`config.mk`:
```
export PLATFORM = sky130hd
export DESIGN_NAME = ps2_key_tracker_flat
export DESIGN_NICKNAME = d
export VERILOG_FILES = /design/src/rtl/ps2_key_tracker_if.sv /design/src/rtl/ps2_key_tracker.sv /design/src/flat_wrapper.sv
export SDC_FILE = /design/constraint.sdc
export NUM_CORES = 1
export LEC_CHECK = 0
export ABC_AREA = 1
export CELL_PAD_IN_SITES_DETAIL_PLACEMENT = 0
export CELL_PAD_IN_SITES_GLOBAL_PLACEMENT = 1
export CORE_MARGIN = 2
export CORE_UTILIZATION = 42
export CTS_CLUSTER_DIAMETER = 120
export DETAILED_ROUTE_END_ITERATION = 6
export PLACE_DENSITY = 0.78
export SYNTH_ARGS = -nofsm -noshare
export SYNTH_HDL_FRONTEND = slang
export SYNTH_SLANG_ARGS = --single-unit
```
`constraint.sdc`:
```
create_clock -name clk -period 2.6 [get_ports clk]
set_clock_uncertainty 0.15 [all_clocks]
set_input_delay 0.39 -clock clk [delete_from_list [all_inputs] [get_ports clk]]
set_output_delay 0.39 -clock clk [all_outputs]
set_load 0.02 [all_outputs]
```
`src/rtl/ps2_key_tracker_if.sv`:
```
// Bundle between the PS/2 key tracker and its neighbours: the raw keyboard
// lines coming in, and the per-key held levels plus byte strobes going out.
interface ps2_key_tracker_if;
  logic       ps2_clk;
  logic       ps2_data;
  logic       W_Press, A_Press, S_Press, D_Press;
  logic       UpArrow_Press, RightArrow_Press, LeftArrow_Press, DownArrow_Press;
  logic       Enter_Press, F_Press, R_Press, T_Press;
  logic [7:0] rx_byte;
  logic       rx_valid;
  logic       frame_err;

  // Keyboard / stimulus side.
  modport master (
    output ps2_clk, ps2_data,
    input  W_Press, A_Press, S_Press, D_Press,
    input  UpArrow_Press, RightArrow_Press, LeftArrow_Press, DownArrow_Press,
    input  Enter_Press, F_Press, R_Press, T_Press,
    input  rx_byte, rx_valid, frame_err
  );

  // Tracker side.
  modport slave (
    input  ps2_clk, ps2_data,
    output W_Press, A_Press, S_Press, D_Press,
    output UpArrow_Press, RightArrow_Press, LeftArrow_Press, DownArrow_Press,
    output Enter_Press, F_Press, R_Press, T_Press,
    output rx_byte, rx_valid, frame_err
  );
endinterface

```
`src/rtl/ps2_key_tracker.sv`:
```
// PS/2 keyboard receiver and scan-code-set-2 decoder. Conditions the raw
// lines, assembles 11-bit frames, checks them, and keeps a held level for
// twelve game keys from make/break sequences.
module ps2_key_tracker #(
  parameter int FILTER_LEN = 8,
  parameter int TIMEOUT    = 20000
) (
  input logic               clk,
  input logic               rst,
  ps2_key_tracker_if.slave  bus
);

  localparam int FW = $clog2(FILTER_LEN + 1);
  localparam int TW = $clog2(TIMEOUT + 1);

  typedef enum logic [1:0] {IDLE, SHIFT, CHECK} state_t;

  // Key bit positions inside keys[].
  localparam logic [3:0] K_W = 4'd0,  K_A = 4'd1,  K_S = 4'd2,  K_D = 4'd3;
  localparam logic [3:0] K_UP = 4'd4, K_RT = 4'd5, K_LT = 4'd6, K_DN = 4'd7;
  localparam logic [3:0] K_EN = 4'd8, K_F = 4'd9,  K_R = 4'd10, K_T = 4'd11;

  logic          clk_s1, clk_s2, dat_s1, dat_s2;
  logic          filt;
  logic [FW-1:0] fcnt;
  logic          fall, fall_dat;

  state_t        state;
  logic [3:0]    bit_cnt;
  logic [10:0]   shreg;
  logic [TW-1:0] tcnt;
  logic [7:0]    rx_byte_q;
  logic          rx_valid_q, frame_err_q;
  logic          frame_ok;

  logic          ext, brk;
  logic [11:0]   keys;
  logic          key_hit;
  logic [3:0]    key_idx;

  // Two-flop synchronizers; idle-high so reset matches an idle bus.
  always_ff @(posedge clk) begin
    if (rst) begin
      clk_s1 <= 1'b1; clk_s2 <= 1'b1;
      dat_s1 <= 1'b1; dat_s2 <= 1'b1;
    end else begin
      clk_s1 <= bus.ps2_clk;  clk_s2 <= clk_s1;
      dat_s1 <= bus.ps2_data; dat_s2 <= dat_s1;
    end
  end

  // Glitch filter: follow the synced clock only after FILTER_LEN agreeing
  // samples; a 1->0 transition emits the sample strobe with the data bit.
  always_ff @(posedge clk) begin
    if (rst) begin
      filt     <= 1'b1;
      fcnt     <= '0;
      fall     <= 1'b0;
      fall_dat <= 1'b1;
    end else begin
      fall <= 1'b0;
      if (clk_s2 == filt) begin
        fcnt <= '0;
      end else if (fcnt == FW'(FILTER_LEN - 1)) begin
        filt     <= clk_s2;
        fcnt     <= '0;
        fall     <= filt;
        fall_dat <= dat_s2;
      end else begin
        fcnt <= fcnt + FW'(1);
      end
    end
  end

  // Start low, stop high, odd parity over data plus parity bit.
  assign frame_ok = ~shreg[0] & shreg[10] & (^shreg[9:1]);

  // Frame receiver: IDLE takes the start bit, SHIFT collects bits 1..10
  // with an inactivity timeout, CHECK validates and strobes the result.
  always_ff @(posedge clk) begin
    if (rst) begin
      state       <= IDLE;
      bit_cnt     <= '0;
      shreg       <= '0;
      tcnt        <= '0;
      rx_byte_q   <= 8'h00;
      rx_valid_q  <= 1'b0;
      frame_err_q <= 1'b0;
    end else begin
      rx_valid_q  <= 1'b0;
      frame_err_q <= 1'b0;
      case (state)
        IDLE: begin
          tcnt <= '0;
          if (fall) begin
            shreg[0] <= fall_dat;
            bit_cnt  <= 4'd1;
            state    <= SHIFT;
          end
        end
        SHIFT: begin
          if (fall) begin
            shreg[bit_cnt] <= fall_dat;
            bit_cnt        <= bit_cnt + 4'd1;
            tcnt           <= '0;
            if (bit_cnt == 4'd10) state <= CHECK;
          end else if (tcnt == TW'(TIMEOUT)) begin
            frame_err_q <= 1'b1;
            bit_cnt     <= '0;
            tcnt        <= '0;
            state       <= IDLE;
          end else begin
            tcnt <= tcnt + TW'(1);
          end
        end
        CHECK: begin
          if (frame_ok) begin
            rx_byte_q  <= shreg[8:1];
            rx_valid_q <= 1'b1;
          end else begin
            frame_err_q <= 1'b1;
          end
          bit_cnt <= '0;
          state   <= IDLE;
        end
        default: state <= IDLE;
      endcase
    end
  end

  // Scan-code lookup; the E0 qualifier is part of the key so keypad codes
  // with the wrong prefix fall through as unmapped.
  always_comb begin
    key_hit = 1'b1;
    key_idx = K_W;
    case ({ext, rx_byte_q})
      9'h01D:  key_idx = K_W;
      9'h01C:  key_idx = K_A;
      9'h01B:  key_idx = K_S;
      9'h023:  key_idx = K_D;
      9'h05A:  key_idx = K_EN;
      9'h02B:  key_idx = K_F;
      9'h02D:  key_idx = K_R;
      9'h02C:  key_idx = K_T;
      9'h175:  key_idx = K_UP;
      9'h174:  key_idx = K_RT;
      9'h16B:  key_idx = K_LT;
      9'h172:  key_idx = K_DN;
      default: key_hit = 1'b0;
    endcase
  end

  // Make/break decoder: prefixes set flags, the final byte writes the key
  // level and consumes the flags; a bad frame abandons any pending prefix.
  always_ff @(posedge clk) begin
    if (rst) begin
      ext  <= 1'b0;
      brk  <= 1'b0;
      keys <= '0;
    end else if (frame_err_q) begin
      ext <= 1'b0;
      brk <= 1'b0;
    end else if (rx_valid_q) begin
      if (rx_byte_q == 8'hE0) begin
        ext <= 1'b1;
      end else if (rx_byte_q == 8'hF0) begin
        brk <= 1'b1;
      end else begin
        if (key_hit) keys[key_idx] <= ~brk;
        ext <= 1'b0;
        brk <= 1'b0;
      end
    end
  end

  assign bus.W_Press          = keys[K_W];
  assign bus.A_Press          = keys[K_A];
  assign bus.S_Press          = keys[K_S];
  assign bus.D_Press          = keys[K_D];
  assign bus.UpArrow_Press    = keys[K_UP];
  assign bus.RightArrow_Press = keys[K_RT];
  assign bus.LeftArrow_Press  = keys[K_LT];
  assign bus.DownArrow_Press  = keys[K_DN];
  assign bus.Enter_Press      = keys[K_EN];
  assign bus.F_Press          = keys[K_F];
  assign bus.R_Press          = keys[K_R];
  assign bus.T_Press          = keys[K_T];
  assign bus.rx_byte          = rx_byte_q;
  assign bus.rx_valid         = rx_valid_q;
  assign bus.frame_err        = frame_err_q;

endmodule

```
`src/flat_wrapper.sv`:
```
// flat-port wrapper written by rule: the top's interface ports become plain ports
module ps2_key_tracker_flat 
#(
  parameter int FILTER_LEN = 8,
  parameter int TIMEOUT    = 20000
)
  (clk, rst, bus_ps2_clk, bus_ps2_data, bus_W_Press, bus_A_Press, bus_S_Press, bus_D_Press, bus_UpArrow_Press, bus_RightArrow_Press, bus_LeftArrow_Press, bus_DownArrow_Press, bus_Enter_Press, bus_F_Press, bus_R_Press, bus_T_Press, bus_rx_byte, bus_rx_valid, bus_frame_err);
  ps2_key_tracker_if bus_i ();
  input logic clk;
  input logic rst;
  input wire logic [$bits(bus_i.ps2_clk)-1:0] bus_ps2_clk;
  input wire logic [$bits(bus_i.ps2_data)-1:0] bus_ps2_data;
  output wire logic [$bits(bus_i.W_Press)-1:0] bus_W_Press;
  output wire logic [$bits(bus_i.A_Press)-1:0] bus_A_Press;
  output wire logic [$bits(bus_i.S_Press)-1:0] bus_S_Press;
  output wire logic [$bits(bus_i.D_Press)-1:0] bus_D_Press;
  output wire logic [$bits(bus_i.UpArrow_Press)-1:0] bus_UpArrow_Press;
  output wire logic [$bits(bus_i.RightArrow_Press)-1:0] bus_RightArrow_Press;
  output wire logic [$bits(bus_i.LeftArrow_Press)-1:0] bus_LeftArrow_Press;
  output wire logic [$bits(bus_i.DownArrow_Press)-1:0] bus_DownArrow_Press;
  output wire logic [$bits(bus_i.Enter_Press)-1:0] bus_Enter_Press;
  output wire logic [$bits(bus_i.F_Press)-1:0] bus_F_Press;
  output wire logic [$bits(bus_i.R_Press)-1:0] bus_R_Press;
  output wire logic [$bits(bus_i.T_Press)-1:0] bus_T_Press;
  output wire logic [$bits(bus_i.rx_byte)-1:0] bus_rx_byte;
  output wire logic [$bits(bus_i.rx_valid)-1:0] bus_rx_valid;
  output wire logic [$bits(bus_i.frame_err)-1:0] bus_frame_err;
  assign bus_i.ps2_clk = bus_ps2_clk;
  assign bus_i.ps2_data = bus_ps2_data;
  assign bus_W_Press = bus_i.W_Press;
  assign bus_A_Press = bus_i.A_Press;
  assign bus_S_Press = bus_i.S_Press;
  assign bus_D_Press = bus_i.D_Press;
  assign bus_UpArrow_Press = bus_i.UpArrow_Press;
  assign bus_RightArrow_Press = bus_i.RightArrow_Press;
  assign bus_LeftArrow_Press = bus_i.LeftArrow_Press;
  assign bus_DownArrow_Press = bus_i.DownArrow_Press;
  assign bus_Enter_Press = bus_i.Enter_Press;
  assign bus_F_Press = bus_i.F_Press;
  assign bus_R_Press = bus_i.R_Press;
  assign bus_T_Press = bus_i.T_Press;
  assign bus_rx_byte = bus_i.rx_byte;
  assign bus_rx_valid = bus_i.rx_valid;
  assign bus_frame_err = bus_i.frame_err;
  ps2_key_tracker #(.FILTER_LEN(FILTER_LEN), .TIMEOUT(TIMEOUT)) u_core (.clk(clk), .rst(rst), .bus(bus_i));
endmodule
```
==> results.cfg, run 1 <==
[synth]
synth_warnings = 0
synth_area_leaders = dfxtp_1 38%, nand2_1 14%, nor2_1 11%
synth_cell_types = 31
yosysMostFrequentCell = nand2_1
yosys-top-cells-count = 129 x nand2_1, 103 x nor2_1, 73 x inv_1
synth_area_um2 = 3561
ys_ff_latch = 67
netlist_instances = 548
syn_nets = 563
synth_enable_flop_cells = 0
synth_top_area_share_pct = 37.67
async_flop_share_pct = 0
yosys_most_used_dff = dfxtp_1
seq_area_frac_synth_pct = 37.67
avgSynthCellArea_um2 = 6.498
yosysTopAreaCell = dfxtp_1

[power]
switching_share_pct = 22.19
pwr-share-comb_pct = 5.0
powerDensity_nw_per_um2 = 527.8
p_leak_nw = 1.753
power.internal_mw = 1.713
ir_drop_mv = 0.3140
pwr-share-clk_pct = 47.6
switchingPower_mw = 0.4886
seqPwrFrac_pct = 47.4

[clock_network]
clk_path_buf_depth = 2
clock_latency_ps = 340
cts_resized = 0
path_clk_slew_ps = 80
cts_sinks = 67
cts_hold_buf = 0
numCtsBuffers = 9
cts.htree.levels = 3
cts_tree = built
post_cts_buffers = 0
ctsRootBufferMaster = clkbuf_8

[global_routing]
grt_overflow = 0
grt_pass1_vias = 2966
grt_max_degree = 28
grtUsageTotal_pct = 18.76
antenna_found_initial = 0
grt_pass1_wl_um = 13640

[setup_path]
crit_fanout = 8
crit_path_start_kind = flop
critPathKind = flop to flop
crit_arrival_ps = 2170
cpPeakStageDelay_ps = 330
cpMostUsedCell = nor2_1
worstPathRequired_ps = 2690
path_cells = inv_1, ha_1, nor2_1, buf_4, nor2_1, nand2_1, nor2_1, nand3_1, nor2_1, nor2_1, o21a_1
critPathCaptureType = flop
critical_path.slowest_cell = dfxtp_1

[routing]
vias_per_cell = 4.894
via_count = 3372
wire_per_inst_um = 11.80
first_pass_iters = 4
drt_iter0_drc = 119
routed_wl_um = 8127
drc_errors = 0
final_antenna_net_count = 0

[final_layout]
nets = 594
drive_gt1_share_pct = 4.966
final_cells = 689
n_antenna_cell = 0
syn_to_final_growth_pct = 17.15

[floorplan]
core_area_um2 = 8217
num_rows = 33
die_area_um2 = 9231
initial_core_util_pct = 43.34
io_pins = 26
die_y_um = 96.08
die_w_um = 96.08

[outcome]
outcome = complete, no violations

[timing]
worst_pin_slew_ps = 681.1
maxSlewHeadroom_pct = 54.43
setup_violations = 0
finalHoldViolCount = 0
final_min_period_over_clock_period_pct = 79.94
tns_ps = 0
maxSlewViolCount = 0
rsz0062_at_grt = no
post-route-min-period_ps = 2078
timing.fmax_mhz = 481.2

[run]
maxCapViolations = 0

[place]
gp_congestion = 0.8197
placed_cells = 673
dpl.hpwl_um = 6148
io_buffer_count = 25

[min_path]
hold_path.class = flop to flop
## routing by layer
layer / wire, µm / track usage (%)
met1: 4121 / 26.31
met2: 3722 / 29.46
met3: 215 / 2.897
met4: 68 / 6.071
met5: 0 / 0
## registers in the layout, indices dropped and copies added (netlist names), 2 cells and up
name and flops:
u_core.tcnt 15, u_core.shreg 11, u_core.keys 12, u_core.bit_cnt 4, u_core.fcnt 4, u_core.state 2
u_core.bus.rx_byte 8
## worst paths after layout
path	startpoint	to	slack (ps)	cells past startpoint
setup / recovery	u_core.state[0]	u_core.tcnt[9]	520	11
hold / removal	u_core.clk_s1	u_core.clk_s2	260	1
hold reg to reg	u_core.clk_s1	u_core.clk_s2	260	1
setup reg to reg	u_core.state[0]	u_core.tcnt[9]	520	11
## logic make-up (layout without fill, tap and decap cells)
group / after synthesis / in the layout / share of synthesized area, %
fa+ha+maj: 11 / 11 / 3.865
flops: 67 / 67 / 37.67
xor+xnor: 10 / 10 / 2.459
buf+inv: 83 / 119 / 8.819
compound gates: 53 / 53 / 7.976
simple gates: 324 / 324 / 39.21
## cells in the final DEF, fill, tap and decap left out, types with 3 or more instances in the layout
| cell | count |
|---|---|
| a211oi_1 | 3 |
| a21oi_1 | 30 |
| a31oi_1 | 4 |
| buf_4 | 3 |
| bufinv_16 | 3 |
| clkbuf_8 | 9 |
| clkdlybuf4s50_1 | 25 |
| dfxtp_1 | 67 |
| ha_1 | 11 |
| inv_1 | 73 |
| nand2_1 | 129 |
| nand3_1 | 42 |
| nand4_1 | 10 |
| nor2_1 | 103 |
| nor3_1 | 17 |
| nor3b_1 | 5 |
| nor4_1 | 6 |
| o21ai_0 | 13 |
| or2_2 | 6 |
| xnor2_1 | 4 |
| xor2_1 | 6 |
## critical path: cells and delay by family (launching register included)
kind                       cells  cell delay [ps]
DFF                            1              330
AOI/OAI and AO/OA              1              120
adders and majority gates      1              220
buffers and inverters          2              270
and+or+nand+nor                7              910
## power groups by stage
stage	Clock [mW]	Sequential (mW)	Combinational, mW
final	1.05	1.04	0.109
after global routing	1.12	1.05	0.125
after CTS	1.08	1.04	0.110
after detailed placement	0	1.07	0.109
after global placement	0	1.07	0.108
after floorplan	0	1.07	0.0789
## per-stage QoR
stage                     hold slack (ps)  utilization (%)  worst slack, ps  power, mW  area (µm²)
final                               259.7            50.77            521.7      2.202        4172
after global routing                270.8            50.77            249.9      2.292        4172
after CTS                           265.1            50.77            529.8      2.234        4172
after detailed placement            245.7            47.86            534.5      1.178        3933
after global placement              244.5            47.86            593.5      1.175        3933
after floorplan                     239.5                -            770.7      1.145        3561
## area by class of cell
| class | count | area [µm²] |
|---|---|---|
| Clock inverter | 6 | 111.4 |
| Clock buffer | 10 | 127.6 |
| Fill cell | 889 | 4045 |
| Inverter | 75 | 281.5 |
| Sequential cell | 67 | 1341 |
| Multi-Input combinational cell | 398 | 1906 |
| Tap cell | 105 | 131.4 |
| Timing Repair Buffer | 28 | 272.8 |
(Power assumes the default switching activity.)
==> run 2: changes to the inputs <==
--- a/config.mk
+++ b/config.mk
@@ -9,10 +9,10 @@
 export CELL_PAD_IN_SITES_DETAIL_PLACEMENT = 0
 export CELL_PAD_IN_SITES_GLOBAL_PLACEMENT = 1
 export CORE_MARGIN = 2
-export CORE_UTILIZATION = 42
+export CORE_UTILIZATION = 38
 export CTS_CLUSTER_DIAMETER = 120
 export DETAILED_ROUTE_END_ITERATION = 6
-export PLACE_DENSITY = 0.78
+export PLACE_DENSITY = 0.74
 export SYNTH_ARGS = -nofsm -noshare
 export SYNTH_HDL_FRONTEND = slang
 export SYNTH_SLANG_ARGS = --single-unit
==> constraint.sdc (replaced) <==
create_clock -name clk -period 1.75 [get_ports clk]
set_clock_uncertainty 0.15 [all_clocks]
set_input_delay 0.2625 -clock clk [delete_from_list [all_inputs] [get_ports clk]]
set_output_delay 0.2625 -clock clk [all_outputs]
set_load 0.02 [all_outputs]
==> run 2 against run 1 <==
Net effect: the run now ends with setup timing left; first-iteration DRC count decreased by 24%; utilization increased by 6.6 points; total power grew 59%; die area up 10%; maximum frequency is 18% higher; sequential power grew 48%; combinational power up 120%; cell count up 10%; hold slack improved by 6.5 ps; cell area rose by 26%; wire length rose by 17%; clock-buffer cell count fell by 1; critical path type unchanged; largest power group unchanged.
==> results.cfg, run 2 (synthesis results as in run 1) <==
[run]
maxCapViolations = 0

[floorplan]
die_w_um = 100.8
core_area_um2 = 9153
die_y_um = 100.8
initial_core_util_pct = 38.91
io_pins = 26
num_rows = 35
die_area_um2 = 10160

[timing]
setup_violations = 2
rsz0062_at_grt = yes
final_min_period_over_clock_period_pct = 100.4
maxSlewViolCount = 0
finalHoldViolCount = 0
tns_ps = -9.374
timing.fmax_mhz = 569.0
final.setup.worst_slack_ps = -7.611
maxSlewHeadroom_pct = 64.57
post-route-min-period_ps = 1758
worst_pin_slew_ps = 531.4

[clock_network]
cts_hold_buf = 0
numCtsBuffers = 9
path_clk_slew_ps = 80
clk_path_buf_depth = 2
cts_tree = built
cts.htree.levels = 3
cts_sinks = 67
ctsRootBufferMaster = clkbuf_8
clock_latency_ps = 340

[final_layout]
largest_reg_flops = 15
seq_area_um2 = 1388
multi_input_area_um2 = 2406
n_antenna_cell = 0
syn_to_final_growth_pct = 47.40
nets = 658
largest_register = u_core.tcnt
layout_commonest_cell = nand2_1
drive_gt1_share_pct = 33.54
n_fill_cell = 860
fin_area_um2 = 5249
layout_common_cells = 95 x nand2_1, 77 x nor2_1, 57 x buf_4
top_regs = u_core.tcnt (15), u_core.keys (12), u_core.shreg (11)

[routing]
via_count = 3695
drc_errors = 0
wire_per_inst_um = 12.52
first_pass_iters = 4
final_antenna_net_count = 0
routed_wl_um = 9487
drt_iter0_drc = 91
vias_per_cell = 4.875

[setup_path]
crit_path_start_kind = flop
crit_fanout = 6
critPathKind = flop to flop
worstPathRequired_ps = 1840
critPathCaptureType = flop
crit_arrival_ps = 1850

[place]
gp_congestion = 0.9023
place_area_um2 = 4280
dpl.hpwl_um = 6481
io_buffer_count = 25

[power]
p_leak_nw = 2.387
powerDensity_nw_per_um2 = 664.9
ir_drop_mv = 0.4301
p_total_mw = 3.490

[global_routing]
grt_pass1_wl_um = 14790
grt_max_degree = 16
grt_overflow = 0
antenna_found_initial = 0
grtUsageTotal_pct = 17.89
grt_pass1_vias = 3365

[outcome]
outcome = complete, but fails checks
violations = setup timing

[min_path]
hold_path.class = flop to flop
## run 2: changes by cell type in the layout (fill, tap and decap cells not counted), moves of 16 or more
cell	before	now
nor2_4	1	17
clkdlybuf4s50_1	25	9
nand2_2	1	26
nor2_1	103	77
buf_4	3	57
inv_1	73	56
nand2_1	129	95
dfxtp_1	67	50
## run 2: layer usage
| layer | vias up | wire (µm) | track usage [%] |
|---|---|---|---|
| li1 | 1945 | - | - |
| met2 | 50 | 4752 | 30.36 |
| met4 | 0 | 148 | 5.374 |
| met1 | 1686 | 4332 | 23.00 |
| met3 | 14 | 253 | 3.398 |
| met5 | - | 0 | 0 |
## run 2: repair_timing
action | 4_1_cts | 5_1_grt
cloned | 0 | 3
hold endpoints to repair | 0 | 0
setup buffers | 1 | 15
gates resized for setup | 40 | 156
pin swaps | 3 | 39
setup endpoints to repair | 42 | 52
## run 2: critical path: stages (launching register included)
cell and delay, ps:
dfxtp_4 420, buf_4 130, nand2_1 60, nor2_2 170, buf_4 140, nand3_1 70
nand2_1 90, o21ai_2 100, nor2_1 170, nand2_1 70, nand2_1 70, nor2_1 30
## run 2: metrics by stage
stage,hold WS [ps],utilization [%],setup WS [ps],cells
after global routing,279.9,57.35,-92.98,758
after CTS,268.4,50.46,-1.630,740
after global placement,241.9,46.77,-94.49,724
final,266.2,57.35,-7.611,758
after floorplan,216.3,-,17.66,548
after detailed placement,248.8,46.77,-81.43,724
## run 2: layout make-up
class                           count  area share [%]
Clock buffer                        9           2.360
Clock inverter                      6           2.622
Sequential cell                    67           26.44
Inverter                           75           5.459
Multi-Input combinational cell    400           45.84
Timing Repair Buffer               90           14.64
Tap cell                          111           2.646
## run 2: path summary, 6_finish.rpt
path / endpoint / start / slack, ps / cells past startpoint
max: u_core.keys[6] / u_core.bus.rx_byte[2] / -8 / 11
min: u_core.clk_s2 / u_core.clk_s1 / 270 / 1
max reg2reg: u_core.keys[6] / u_core.bus.rx_byte[2] / -8 / 11
min reg2reg: u_core.clk_s2 / u_core.clk_s1 / 270 / 1
## run 2: power by group
group	leakage (nW)	internal (mW)	switching, mW
Clock	0.130	1.09	0.617
Sequential	0.553	1.53	0.0138
Combinational	1.71	0.105	0.137
==> run 3: changes to the inputs <==
--- a/config.mk
+++ b/config.mk
@@ -6,13 +6,15 @@
 export NUM_CORES = 1
 export LEC_CHECK = 0
 export ABC_AREA = 1
+export CAP_MARGIN = 15
 export CELL_PAD_IN_SITES_DETAIL_PLACEMENT = 0
 export CELL_PAD_IN_SITES_GLOBAL_PLACEMENT = 1
 export CORE_MARGIN = 2
-export CORE_UTILIZATION = 38
+export CORE_UTILIZATION = 45
 export CTS_CLUSTER_DIAMETER = 120
 export DETAILED_ROUTE_END_ITERATION = 6
-export PLACE_DENSITY = 0.74
+export PLACE_DENSITY = 0.83
+export REMOVE_ABC_BUFFERS = 1
 export SYNTH_ARGS = -nofsm -noshare
 export SYNTH_HDL_FRONTEND = slang
 export SYNTH_SLANG_ARGS = --single-unit
==> constraint.sdc (replaced) <==
create_clock -name clk -period 2.15 [get_ports clk]
set_clock_uncertainty 0.15 [all_clocks]
set_input_delay 0.3225 -clock clk [delete_from_list [all_inputs] [get_ports clk]]
set_output_delay 0.3225 -clock clk [all_outputs]
set_load 0.02 [all_outputs]
==> run 3 against run 2 <==
Net effect: via count decreased by 8.5%; critical path type unchanged; the run now ends clean; register-to-register slack better by 210 ps; combinational power fell by 45%; highest routed layer unchanged.
==> results.cfg, run 3 (synthesis results as in run 1) <==
[place]
place_area_um2 = 3951
gp_congestion = 0.8754
dpl.hpwl_um = 5872
placed_cells = 673
io_buffer_count = 25

[final_layout]
largest_register = u_core.tcnt
largest_reg_flops = 15
layout_common_cells = 129 x nand2_1, 100 x nor2_1, 73 x inv_1
n_fill_cell = 796
n_antenna_cell = 0
top_regs = u_core.tcnt (15), u_core.keys (12), u_core.shreg (11)
layout_commonest_cell = nand2_1
fin_area_um2 = 4163
syn_to_final_growth_pct = 16.90
drive_gt1_share_pct = 5.963
nets = 597
final_cells = 689
multi_input_area_um2 = 1913
seq_area_um2 = 1341

[clock_network]
numCtsBuffers = 9
cts.htree.levels = 3
cts_sinks = 67
clock_latency_ps = 350
path_clk_slew_ps = 80
clk_path_buf_depth = 2
cts_resized = 0
ctsRootBufferMaster = clkbuf_8
post_cts_buffers = 0
cts_tree = built
cts_hold_buf = 0

[power]
ir_drop_mv = 0.4627
pwr-share-comb_pct = 5.4
p_leak_nw = 1.758
seqPwrFrac_pct = 51.0
pwr-share-clk_pct = 43.6
p_total_mw = 2.479
switchingPower_mw = 0.5800
switching_share_pct = 23.40
power.internal_mw = 1.899
powerDensity_nw_per_um2 = 595.5

[routing]
drc_errors = 0
via_count = 3382
first_pass_iters = 5
wire_per_inst_um = 11.37
drt_iter0_drc = 160
vias_per_cell = 4.909
routed_wl_um = 7836
final_antenna_net_count = 0

[setup_path]
crit_fanout = 15
critPathCaptureType = flop
crit_arrival_ps = 2090
r2r_start = u_core.state[1]
crit_path_start_kind = flop
critPathKind = flop to flop
worstPathRequired_ps = 2290
crit_start = u_core.state[1]
r2r_cells = 9

[timing]
post-route-min-period_ps = 1951
timing.fmax_mhz = 512.6
finalHoldViolCount = 0
final_min_period_over_clock_period_pct = 90.74
rsz0062_at_grt = no
maxSlewHeadroom_pct = 67.66
maxSlewViolCount = 0
worst_pin_slew_ps = 485.0
tns_ps = 0
setup_violations = 0

[min_path]
hold_depth = 1
hold_path.class = flop to flop
min_from = u_core.dat_s1

[outcome]
outcome = complete, no violations

[floorplan]
die_y_um = 92.96
io_pins = 26
num_rows = 32
initial_core_util_pct = 46.32
die_w_um = 92.96
die_area_um2 = 8641
core_area_um2 = 7687

[global_routing]
grt_max_degree = 28
antenna_found_initial = 0
grt_pass1_vias = 3310
grt_overflow = 0
grtUsageTotal_pct = 20.71
grt_pass1_wl_um = 14490

[run]
maxCapViolations = 0
## run 3: cell types whose count changed in the layout (fill, tap and decap cells not counted), sizes merged, moves of 3 or more
cell	previous run	this run
buf	65	6
dlymetal6s2s	7	0
dlygate4sd2	9	0
clkbuf	9	12
bufinv	4	1
clkdlybuf4s50	9	25
## run 3: per-stage QoR
| step | utilization [%] | hold WS [ps] | setup WS [ps] |
|---|---|---|---|
| after floorplan | - | 239.5 | 264.4 |
| after global placement | 51.40 | 254.3 | 236.7 |
| after detailed placement | 51.40 | 256.4 | 190.3 |
| after CTS | 54.05 | 275.6 | 179.7 |
| after global routing | 54.15 | 295.3 | 4.044 |
| final | 54.15 | 271.0 | 199.2 |
## run 3: final timing paths
| check | end | slack [ps] |
|---|---|---|
| worst min-delay path | u_core.dat_s2 | 270 |
| worst max-delay path | u_core.tcnt[14] | 200 |
| worst min register to register | u_core.dat_s2 | 270 |
| worst max register to register | u_core.tcnt[14] | 200 |
## run 3: power groups by stage
stage                     sequential [mW]  clock (mW)  combinational, mW
after floorplan                      1.29           0             0.0887
after global placement               1.29           0              0.133
after detailed placement             1.29           0              0.135
after CTS                            1.26        1.11              0.136
after global routing                 1.27        1.16              0.156
final                                1.26        1.08              0.134
## run 3: final cells by class
| type | instances | share of cell area [%] |
|---|---|---|
| multi-input cells | 398 | 45.96 |
| flip-flops and latches | 67 | 32.22 |
| repair buffers | 31 | 7.093 |
| inverters | 75 | 6.763 |
| clock buffers | 12 | 3.727 |
| well taps | 102 | 3.066 |
| clock inverters | 4 | 1.172 |
## run 3: worst max-delay path, stage by stage (launching register included)
cell	delay, ps
dfxtp_1	410
inv_1	90
ha_1	240
nor2_1	250
inv_1	190
nand2_1	110
nand2_1	50
buf_4	180
o21bai_1	160
nor2_1	80
## run 3: metal layers
metal,GRT usage [%],part of all wire [%],vias to the layer above
li1,-,-,1811
met1,25.67,49,1489
met2,35.45,46,64
met3,3.336,3.2,18
met4,8.946,2.3,0
met5,0,0,-
